<file path="config.mk">
export PLATFORM = sky130hd
export DESIGN_NAME = prbs_serial_tx_flat
export DESIGN_NICKNAME = d
export VERILOG_FILES = /design/src/rtl/prbs_serial_tx_if.sv /design/src/rtl/prbs_serial_tx.sv /design/src/flat_wrapper.sv
export SDC_FILE = /design/constraint.sdc
export NUM_CORES = 1
export LEC_CHECK = 0
export ABC_AREA = 0
export CAP_MARGIN = 20
export CORE_UTILIZATION = 32
export CTS_CLUSTER_DIAMETER = 200
export DETAILED_ROUTE_END_ITERATION = 10
export PLACE_DENSITY = 0.6
export SYNTH_ARGS = -nofsm -noshare
export SYNTH_HDL_FRONTEND = slang
export SYNTH_SLANG_ARGS = --single-unit
</file>
<file path="constraint.sdc">
create_clock -name clk -period 1.85 [get_ports clk]
set_input_delay 0.185 -clock clk [delete_from_list [all_inputs] [get_ports clk]]
set_output_delay 0.185 -clock clk [all_outputs]
set_load 0.01 [all_outputs]
</file>
<file path="src/rtl/prbs_serial_tx_if.sv">
// Control and serial-output signal group for prbs_serial_tx.
// The slave modport is the transmitter side and the master modport is the controller side.
interface prbs_serial_tx_if #(
  parameter int unsigned DIV_WIDTH = 4
);
  logic                 send_enable;
  logic                 continuous;
  logic [DIV_WIDTH-1:0] speedctr;
  logic                 serial_out;
  logic                 bit_strobe;
  logic                 busy;
  logic                 frame_done;

  modport slave (
    input  send_enable, continuous, speedctr,
    output serial_out, bit_strobe, busy, frame_done
  );

  modport master (
    output send_enable, continuous, speedctr,
    input  serial_out, bit_strobe, busy, frame_done
  );
endinterface

</file>
<file path="src/rtl/prbs_serial_tx.sv">
// Single-clock PRBS frame transmitter with a run-time bit-rate divider and single-shot or continuous frames.
// Defining PRBS_PREAMBLE_EN prefixes every frame with the PREAMBLE word, sent MSB first.
module prbs_serial_tx #(
  parameter int unsigned           WORD_WIDTH  = 10,
  parameter int unsigned           FRAME_WORDS = 8,
  parameter int unsigned           POLY_LENGTH = 9,
  parameter int unsigned           POLY_TAP    = 5,
  parameter bit                    INV_PATTERN = 1'b1,
  parameter logic [POLY_LENGTH-1:0] SEED       = '1,
  parameter int unsigned           DIV_WIDTH   = 4,
  parameter bit                    IDLE_LEVEL  = 1'b0,
  parameter logic [WORD_WIDTH-1:0] PREAMBLE    = 10'b1111100000
) (
  input logic            clk,
  input logic            rst,
  prbs_serial_tx_if.slave bus
);

`ifdef PRBS_PREAMBLE_EN
  localparam int unsigned PRE_BITS = WORD_WIDTH;
`else
  localparam int unsigned PRE_BITS = 0;
`endif
  localparam int unsigned FRAME_BITS = FRAME_WORDS * WORD_WIDTH + PRE_BITS;
  localparam int unsigned BCNT_W     = (FRAME_BITS > 1) ? $clog2(FRAME_BITS) : 1;
  localparam logic [BCNT_W-1:0] LAST = BCNT_W'(FRAME_BITS - 1);

  typedef enum logic {IDLE, SHIFT} state_t;

  state_t                 state_q;
  logic [POLY_LENGTH-1:0] lfsr_q;
  logic [DIV_WIDTH-1:0]   div_q;
  logic [DIV_WIDTH-1:0]   pcnt_q;
  logic [BCNT_W-1:0]      bcnt_q;
  logic                   serial_q;
  logic                   strobe_q;
  logic                   busy_q;
  logic                   done_q;

  logic                   bit_edge;
  logic                   last_bit;
  logic                   start;
  logic                   frame_end;
  logic                   emit;
  logic                   relatch;
  logic                   restart;
  logic [POLY_LENGTH-1:0] src_lfsr;
  logic                   fb;
  logic [BCNT_W-1:0]      nidx_d;
  logic [POLY_LENGTH-1:0] lfsr_d;
  logic                   bit_d;
`ifdef PRBS_PREAMBLE_EN
  logic [WORD_WIDTH-1:0]  pre_q;
  logic [WORD_WIDTH-1:0]  src_pre;
  logic [WORD_WIDTH-1:0]  pre_d;
  localparam logic [BCNT_W-1:0] PRE_LAST = BCNT_W'(WORD_WIDTH - 1);
`endif

  // The bit that goes out on the next emitting edge is computed once here, whether it
  // opens a fresh frame, continues a frame, or opens a continuous repeat.
  always_comb begin
    bit_edge  = (state_q == SHIFT) && (pcnt_q == '0);
    last_bit  = (bcnt_q == LAST);
    start     = (state_q == IDLE) && bus.send_enable;
    frame_end = bit_edge && last_bit;
    emit      = start || (bit_edge && (!last_bit || bus.continuous));
    relatch   = start || (frame_end && bus.continuous);
    restart   = (state_q == IDLE) || last_bit;
    src_lfsr  = (state_q == IDLE) ? SEED : lfsr_q;
    nidx_d    = restart ? '0 : bcnt_q + 1'b1;
    fb        = src_lfsr[POLY_LENGTH-1] ^ src_lfsr[POLY_TAP-1];
    lfsr_d    = {src_lfsr[POLY_LENGTH-2:0], fb};
    bit_d     = fb ^ INV_PATTERN;
`ifdef PRBS_PREAMBLE_EN
    src_pre = restart ? PREAMBLE : pre_q;
    pre_d   = src_pre << 1;
    if (nidx_d <= PRE_LAST) begin
      bit_d  = src_pre[WORD_WIDTH-1];
      lfsr_d = src_lfsr;
    end
`endif
  end

  always_ff @(posedge clk) begin
    if (rst) begin
      state_q  <= IDLE;
      lfsr_q   <= SEED;
      div_q    <= '0;
      pcnt_q   <= '0;
      bcnt_q   <= '0;
      serial_q <= IDLE_LEVEL;
      strobe_q <= 1'b0;
      busy_q   <= 1'b0;
      done_q   <= 1'b0;
`ifdef PRBS_PREAMBLE_EN
      pre_q    <= PREAMBLE;
`endif
    end else begin
      done_q   <= frame_end;
      strobe_q <= emit;
      if (relatch) div_q <= bus.speedctr;
      if (emit) begin
        state_q  <= SHIFT;
        serial_q <= bit_d;
        lfsr_q   <= lfsr_d;
        bcnt_q   <= nidx_d;
        pcnt_q   <= relatch ? bus.speedctr : div_q;
        busy_q   <= 1'b1;
`ifdef PRBS_PREAMBLE_EN
        pre_q    <= pre_d;
`endif
      end else if (frame_end) begin
        state_q  <= IDLE;
        serial_q <= IDLE_LEVEL;
        bcnt_q   <= '0;
        busy_q   <= 1'b0;
      end else if (state_q == SHIFT) begin
        pcnt_q <= pcnt_q - 1'b1;
      end
    end
  end

  assign bus.serial_out = serial_q;
  assign bus.bit_strobe = strobe_q;
  assign bus.busy       = busy_q;
  assign bus.frame_done = done_q;

endmodule

</file>
<file path="src/flat_wrapper.sv">
// flat-port wrapper written by rule: the top's interface ports become plain ports
module prbs_serial_tx_flat 
#(
  parameter int unsigned           WORD_WIDTH  = 10,
  parameter int unsigned           FRAME_WORDS = 8,
  parameter int unsigned           POLY_LENGTH = 9,
  parameter int unsigned           POLY_TAP    = 5,
  parameter bit                    INV_PATTERN = 1'b1,
  parameter logic [POLY_LENGTH-1:0] SEED       = '1,
  parameter int unsigned           DIV_WIDTH   = 4,
  parameter bit                    IDLE_LEVEL  = 1'b0,
  parameter logic [WORD_WIDTH-1:0] PREAMBLE    = 10'b1111100000
)
  (clk, rst, bus_send_enable, bus_continuous, bus_speedctr, bus_serial_out, bus_bit_strobe, bus_busy, bus_frame_done);
  prbs_serial_tx_if #(.DIV_WIDTH(DIV_WIDTH)) bus_i ();
  input logic clk;
  input logic rst;
  input wire logic [$bits(bus_i.send_enable)-1:0] bus_send_enable;
  input wire logic [$bits(bus_i.continuous)-1:0] bus_continuous;
  input wire logic [$bits(bus_i.speedctr)-1:0] bus_speedctr;
  output wire logic [$bits(bus_i.serial_out)-1:0] bus_serial_out;
  output wire logic [$bits(bus_i.bit_strobe)-1:0] bus_bit_strobe;
  output wire logic [$bits(bus_i.busy)-1:0] bus_busy;
  output wire logic [$bits(bus_i.frame_done)-1:0] bus_frame_done;
  assign bus_i.send_enable = bus_send_enable;
  assign bus_i.continuous = bus_continuous;
  assign bus_i.speedctr = bus_speedctr;
  assign bus_serial_out = bus_i.serial_out;
  assign bus_bit_strobe = bus_i.bit_strobe;
  assign bus_busy = bus_i.busy;
  assign bus_frame_done = bus_i.frame_done;
  prbs_serial_tx #(.WORD_WIDTH(WORD_WIDTH), .FRAME_WORDS(FRAME_WORDS), .POLY_LENGTH(POLY_LENGTH), .POLY_TAP(POLY_TAP), .INV_PATTERN(INV_PATTERN), .SEED(SEED), .DIV_WIDTH(DIV_WIDTH), .IDLE_LEVEL(IDLE_LEVEL), .PREAMBLE(PREAMBLE)) u_core (.clk(clk), .rst(rst), .bus(bus_i));
endmodule
</file>
* Word level (Yosys, flattened, before mapping) *
Index checks and enable logic that the tools add are counted.

operators by class
  reductions and logical operators = 14
  $add $sub $neg = 2
  bitwise operators = 3
  multiplexer cells = 11
  equality and inequality tests = 2

operator list
  operator                                                             count
  7-bit two-way mux                                                    3
  4-bit two-way mux                                                    4
  9-bit two-way mux                                                    1
  7-bit by 1-bit adder with 7-bit output (second input constant)       1
  7-bit == test (second input constant)                                1
  1-bit logical AND                                                    5
  4-bit zero test                                                      1
  1-bit logical OR                                                     4
  2-bit nonzero test                                                   2
  4-bit by 1-bit subtractor with 4-bit output (second input constant)  1
  1-bit two-way mux                                                    3
  2-bit != test (second input constant)                                1
  1-bit NOT                                                            2
  2-bit AND reduction                                                  1
  1-bit zero test                                                      1
  1-bit bitwise XOR                                                    1

word-level totals
  output and inout port bits = 4
  register bits = 28
  input bits = 8

* Depth between registers and ports, before layout *
  depth after elaboration = 7
  gate-level depth with buffers = 8

* Least setup slack after synthesis *
OpenSTA, ideal clock, no wires.

  path kind = register to register
  from = register u_core.pcnt_q[0]
  to = register u_core.pcnt_q[2]
  setup time = 86 ps
  clock period less this slack = 2023 ps
  path slack = -173 ps
  arrival time = 1938 ps
  cell stages (with the launch flop) = 7
  cell sequence = dfxtp_1 -> inv_1 -> ha_1 -> nor4bb_1 -> a41oi_1 -> mux2i_1 -> a211oi_1

between the ends
  word-level cells in the longest chain between the ends = 7

ends and longest elaborated chain
  element                                                                              RTL line               text
  start: declaration                                                                   prbs_serial_tx.sv:33   logic [DIV_WIDTH-1:0] pcnt_q;
  start signal: assignment                                                             prbs_serial_tx.sv:107  pcnt_q <= relatch ? bus.speedctr : div_q;
  start signal: assignment                                                             prbs_serial_tx.sv:118  pcnt_q <= pcnt_q - 1'b1;
  branches (longest 7 deep; another with 4-bit by 1-bit subtractor with 4-bit output)  --

Parallel ways; which one is timed is not known. The select of a mux whose other input is x is not followed.
A chain may end at the register's enable or synchronous reset.

* Worst setup path after layout *
  from = register u_core.bcnt_q[4]
  to = register u_core.lfsr_q[4]

between the ends
  word-level cells in the longest chain between the ends = 5

ends and longest elaborated chain
  element                   RTL line               text
  start: declaration        prbs_serial_tx.sv:34   logic [BCNT_W-1:0] bcnt_q;
  start signal: assignment  prbs_serial_tx.sv:106  bcnt_q <= nidx_d;
  7-bit == test             prbs_serial_tx.sv:63   last_bit = (bcnt_q == LAST);
  1-bit zero test           prbs_serial_tx.sv:66   emit = start || (bit_edge && (!last_bit || bus.continuous));
  1-bit logical OR          prbs_serial_tx.sv:66
  1-bit logical AND         prbs_serial_tx.sv:66
  1-bit logical OR          prbs_serial_tx.sv:66
  end signal: assignment    prbs_serial_tx.sv:105  lfsr_q <= lfsr_d;
  end: declaration          prbs_serial_tx.sv:31   logic [POLY_LENGTH-1:0] lfsr_q;

Every way passes these cells.

==> run metrics <==
min cycle time layout=1.85 ns; Final GP Congestion=0.793; Final Max Slew Viols=0; Synth Area in XOR/XNOR=under 10%; CP arrival=a little over 2 ns; Peak VDD IR=roughly 640 uV; vias in the first global route=roughly 1.0k; final setup fails=1; simple-gate share of the synthesized area=a little under a fifth; via count=1044; mux contribution to synthesized area=5.01%; Starting Density=around 33%; Syn. warnings=0; Leakage=0.614 nW; die height=around 64 microns; violated checks=setup timing; Hold Path Stages=2; CTS Buffer Depth=2; async set or reset register ratio after synthesis=0%; Hold Crit Class=flop to flop; CTS tree=built; Die W=between 60 and 70 microns; Congestion Overflow GR=0; RSZ-0062 raised after global routing=yes; vias per cell=~5.1; Synth Area in Compound Gates=between 20% and 30%; wire length per cell=13.2 microns; critical path required time=between 2 and 2.5 ns; most frequent cells after synthesis=dfxtp_1 (28), nor2_1 (10), o21ai_0 (8), o22a_1 (8); pwr/cell area=~970 nW/um^2; worst rel slew slack=about 73%; number of flops mapped to enable cells by yosys=0; top cell type by total area after synthesis=dfxtp_1; drt drc=0; layout cells sized above 1=28.2%; final setup TNS=-0.00142 ns; Synth Cell Area=~1200 sq um; library cells used by synthesis=41; drt first pass iters=4; Fin. Hold Viols=0; endpoint class of the critical path=flop; H-tree depth=1; Synth area leaders=dfxtp_1 (46%), o22a_1 (5.7%), mux2i_1 (4.1%), o21ai_0 (3.3%), ha_1 (3.1%); mean post-synth cell area=around 9.6 sq um; Finished Core Util=a little under half; clk_lat worst skew=around 0.27 ns; clock-pin slew on the worst setup and hold paths=around 0.090 ns; first-pass GRT wire length=4530 microns; largest net degree at the start of global routing=21; CTS buffer count=3; FP Rows=22; adder-cell area share of the yosys netlist=3.07%; CP max FO=10; clock skew=0.00184 ns; top cell type's share of synthesized area=between 40% and 50%; Area growth, synth to finish=35.7%; PortBufs=11; number of diodes=0; critical path type=flop to flop; most frequent cell after synthesis=dfxtp_1; Root Buffer=clkbuf_8; Post-Syn Nets=138; final period utilization=100%; HPWL after DPL=roughly 1900 microns; startpoint types=flop; flops & latches, synth=28; actual slew at the worst max-slew pin=0.410 ns; 1st-iter DRT viols=70; GRT Total Usage=14.1%; MaxCap Viol Count=0; Gate Count Post-Synth=between 100 and 150; core area=3660 sq um; # nets final=168; DIE AREA=a little over 4000 sq um; ANT nets after route=0; status=finished, violations left; clock sinks=28; Fmax achieved=between 500 and 600 MHz; main combinational cell family by area after synthesis=compound AO/OA/AOI/OAI gates; part of the Yosys area used for sequential elements=between 40% and 50%; Final WS setup=-0.00142 ns; ys flop type=dfxtp_1; io pins=12; Routed WL=~2700 microns; initial antenna violation count=0; r2r worst-path depth=4
==> layout by cell type, fill, tap and decap left out, types with 2 or more instances in the layout <==
master            n
a21oi_1           6
clkbuf_8          3
mux2i_2           3
nor2_1           10
ha_1              2
dfxtp_2           3
clkdlybuf4s50_1  11
dfxtp_1          25
buf_4            19
xor2_1            2
nand3b_1          3
o22ai_1           2
inv_1             4
nand2_1           6
nand3_1           3
o22a_1            8
o21ai_0           8
a211oi_2          3
xnor2_1           2
mux2i_1           2
or3_1             2
==> path summary, 6_finish.rpt <==
path,startpoint,slack [ns],to
worst min register to register,u_core.bus.serial_out,0.47,u_core.bus.serial_out
worst min-delay path,u_core.bus.serial_out,0.47,u_core.bus.serial_out
worst max register to register,u_core.bcnt_q[4],-0.001,u_core.lfsr_q[4]
worst max-delay path,u_core.bcnt_q[4],-0.001,u_core.lfsr_q[4]
==> routing by layer <==
| metal | GRT usage, % | share of wire, % |
|---|---|---|
| met3 | 3.21 | 3.3 |
| met4 | 3.98 | 1.0 |
| met1 | 16.6 | 47 |
| met5 | 0 | 0 |
| met2 | 25.4 | 49 |
==> what timing repair did <==
item	4_1_cts	5_1_grt
hold buffers	0	0
setup buffers	1	3
setup endpoints to repair	12	19
endpoints found under the hold margin	0	0
pin swaps	0	3
resized for setup	2	12
==> worst max-delay path: stages (launching register included) <==
cell	delay, ns
dfxtp_2	0.33
or3b_4	0.40
o31a_1	0.35
or3_4	0.45
o22a_1	0.22
==> sequential cells by signal, summed over array words and instances (netlist names) <==
name,count
u_core.pcnt_q,4
u_core.bcnt_q,7
u_core.bus.bit_strobe,1
u_core.bus.busy,1
u_core.div_q,4
u_core.bus.frame_done,1
u_core.bus.serial_out,1
u_core.lfsr_q,9
==> cell type report <==
| cell class | count | area [sq um] |
|---|---|---|
| clock buffers | 3 | 41.3 |
| clock inverters | 1 | 30.0 |
| fillers | 356 | 2000 |
| inverters | 4 | 15.0 |
| multi-input cells | 89 | 686 |
| flip-flops and latches | 28 | 564 |
| well taps | 48 | 60.1 |
| repair buffers | 31 | 264 |
==> report_power, final <==
part | total (mW) | switching, mW | internal [mW]
sequential | 0.684 | 0.0358 | 0.648
clock | 0.478 | 0.188 | 0.290
combinational | 0.449 | 0.206 | 0.244
==> through the flow <==
step	area, sq um	cells	total power, mW	hold WS (ns)	setup slack [ns]
floorplan	1240	127	0.926	0.348	-0.0238
global placement	1490	196	1.05	0.442	-0.0227
detailed placement	1490	196	1.06	0.451	-0.0479
CTS	1590	201	1.57	0.474	0.00727
global route	1660	204	1.70	0.497	-0.0486
finish	1660	204	1.61	0.468	-0.00142
==> cell families (layout without fill, tap and decap cells) <==
family,Yosys count,in the layout
adders and majority gates,3,3
xor gates and xnor gates,4,4
DFF,28,28
muxes,6,6
buffers and inverters,10,39
and+or+nand+nor,39,39
AOI/OAI and AO/OA,37,37
Power figures use the tool's default switching activity.
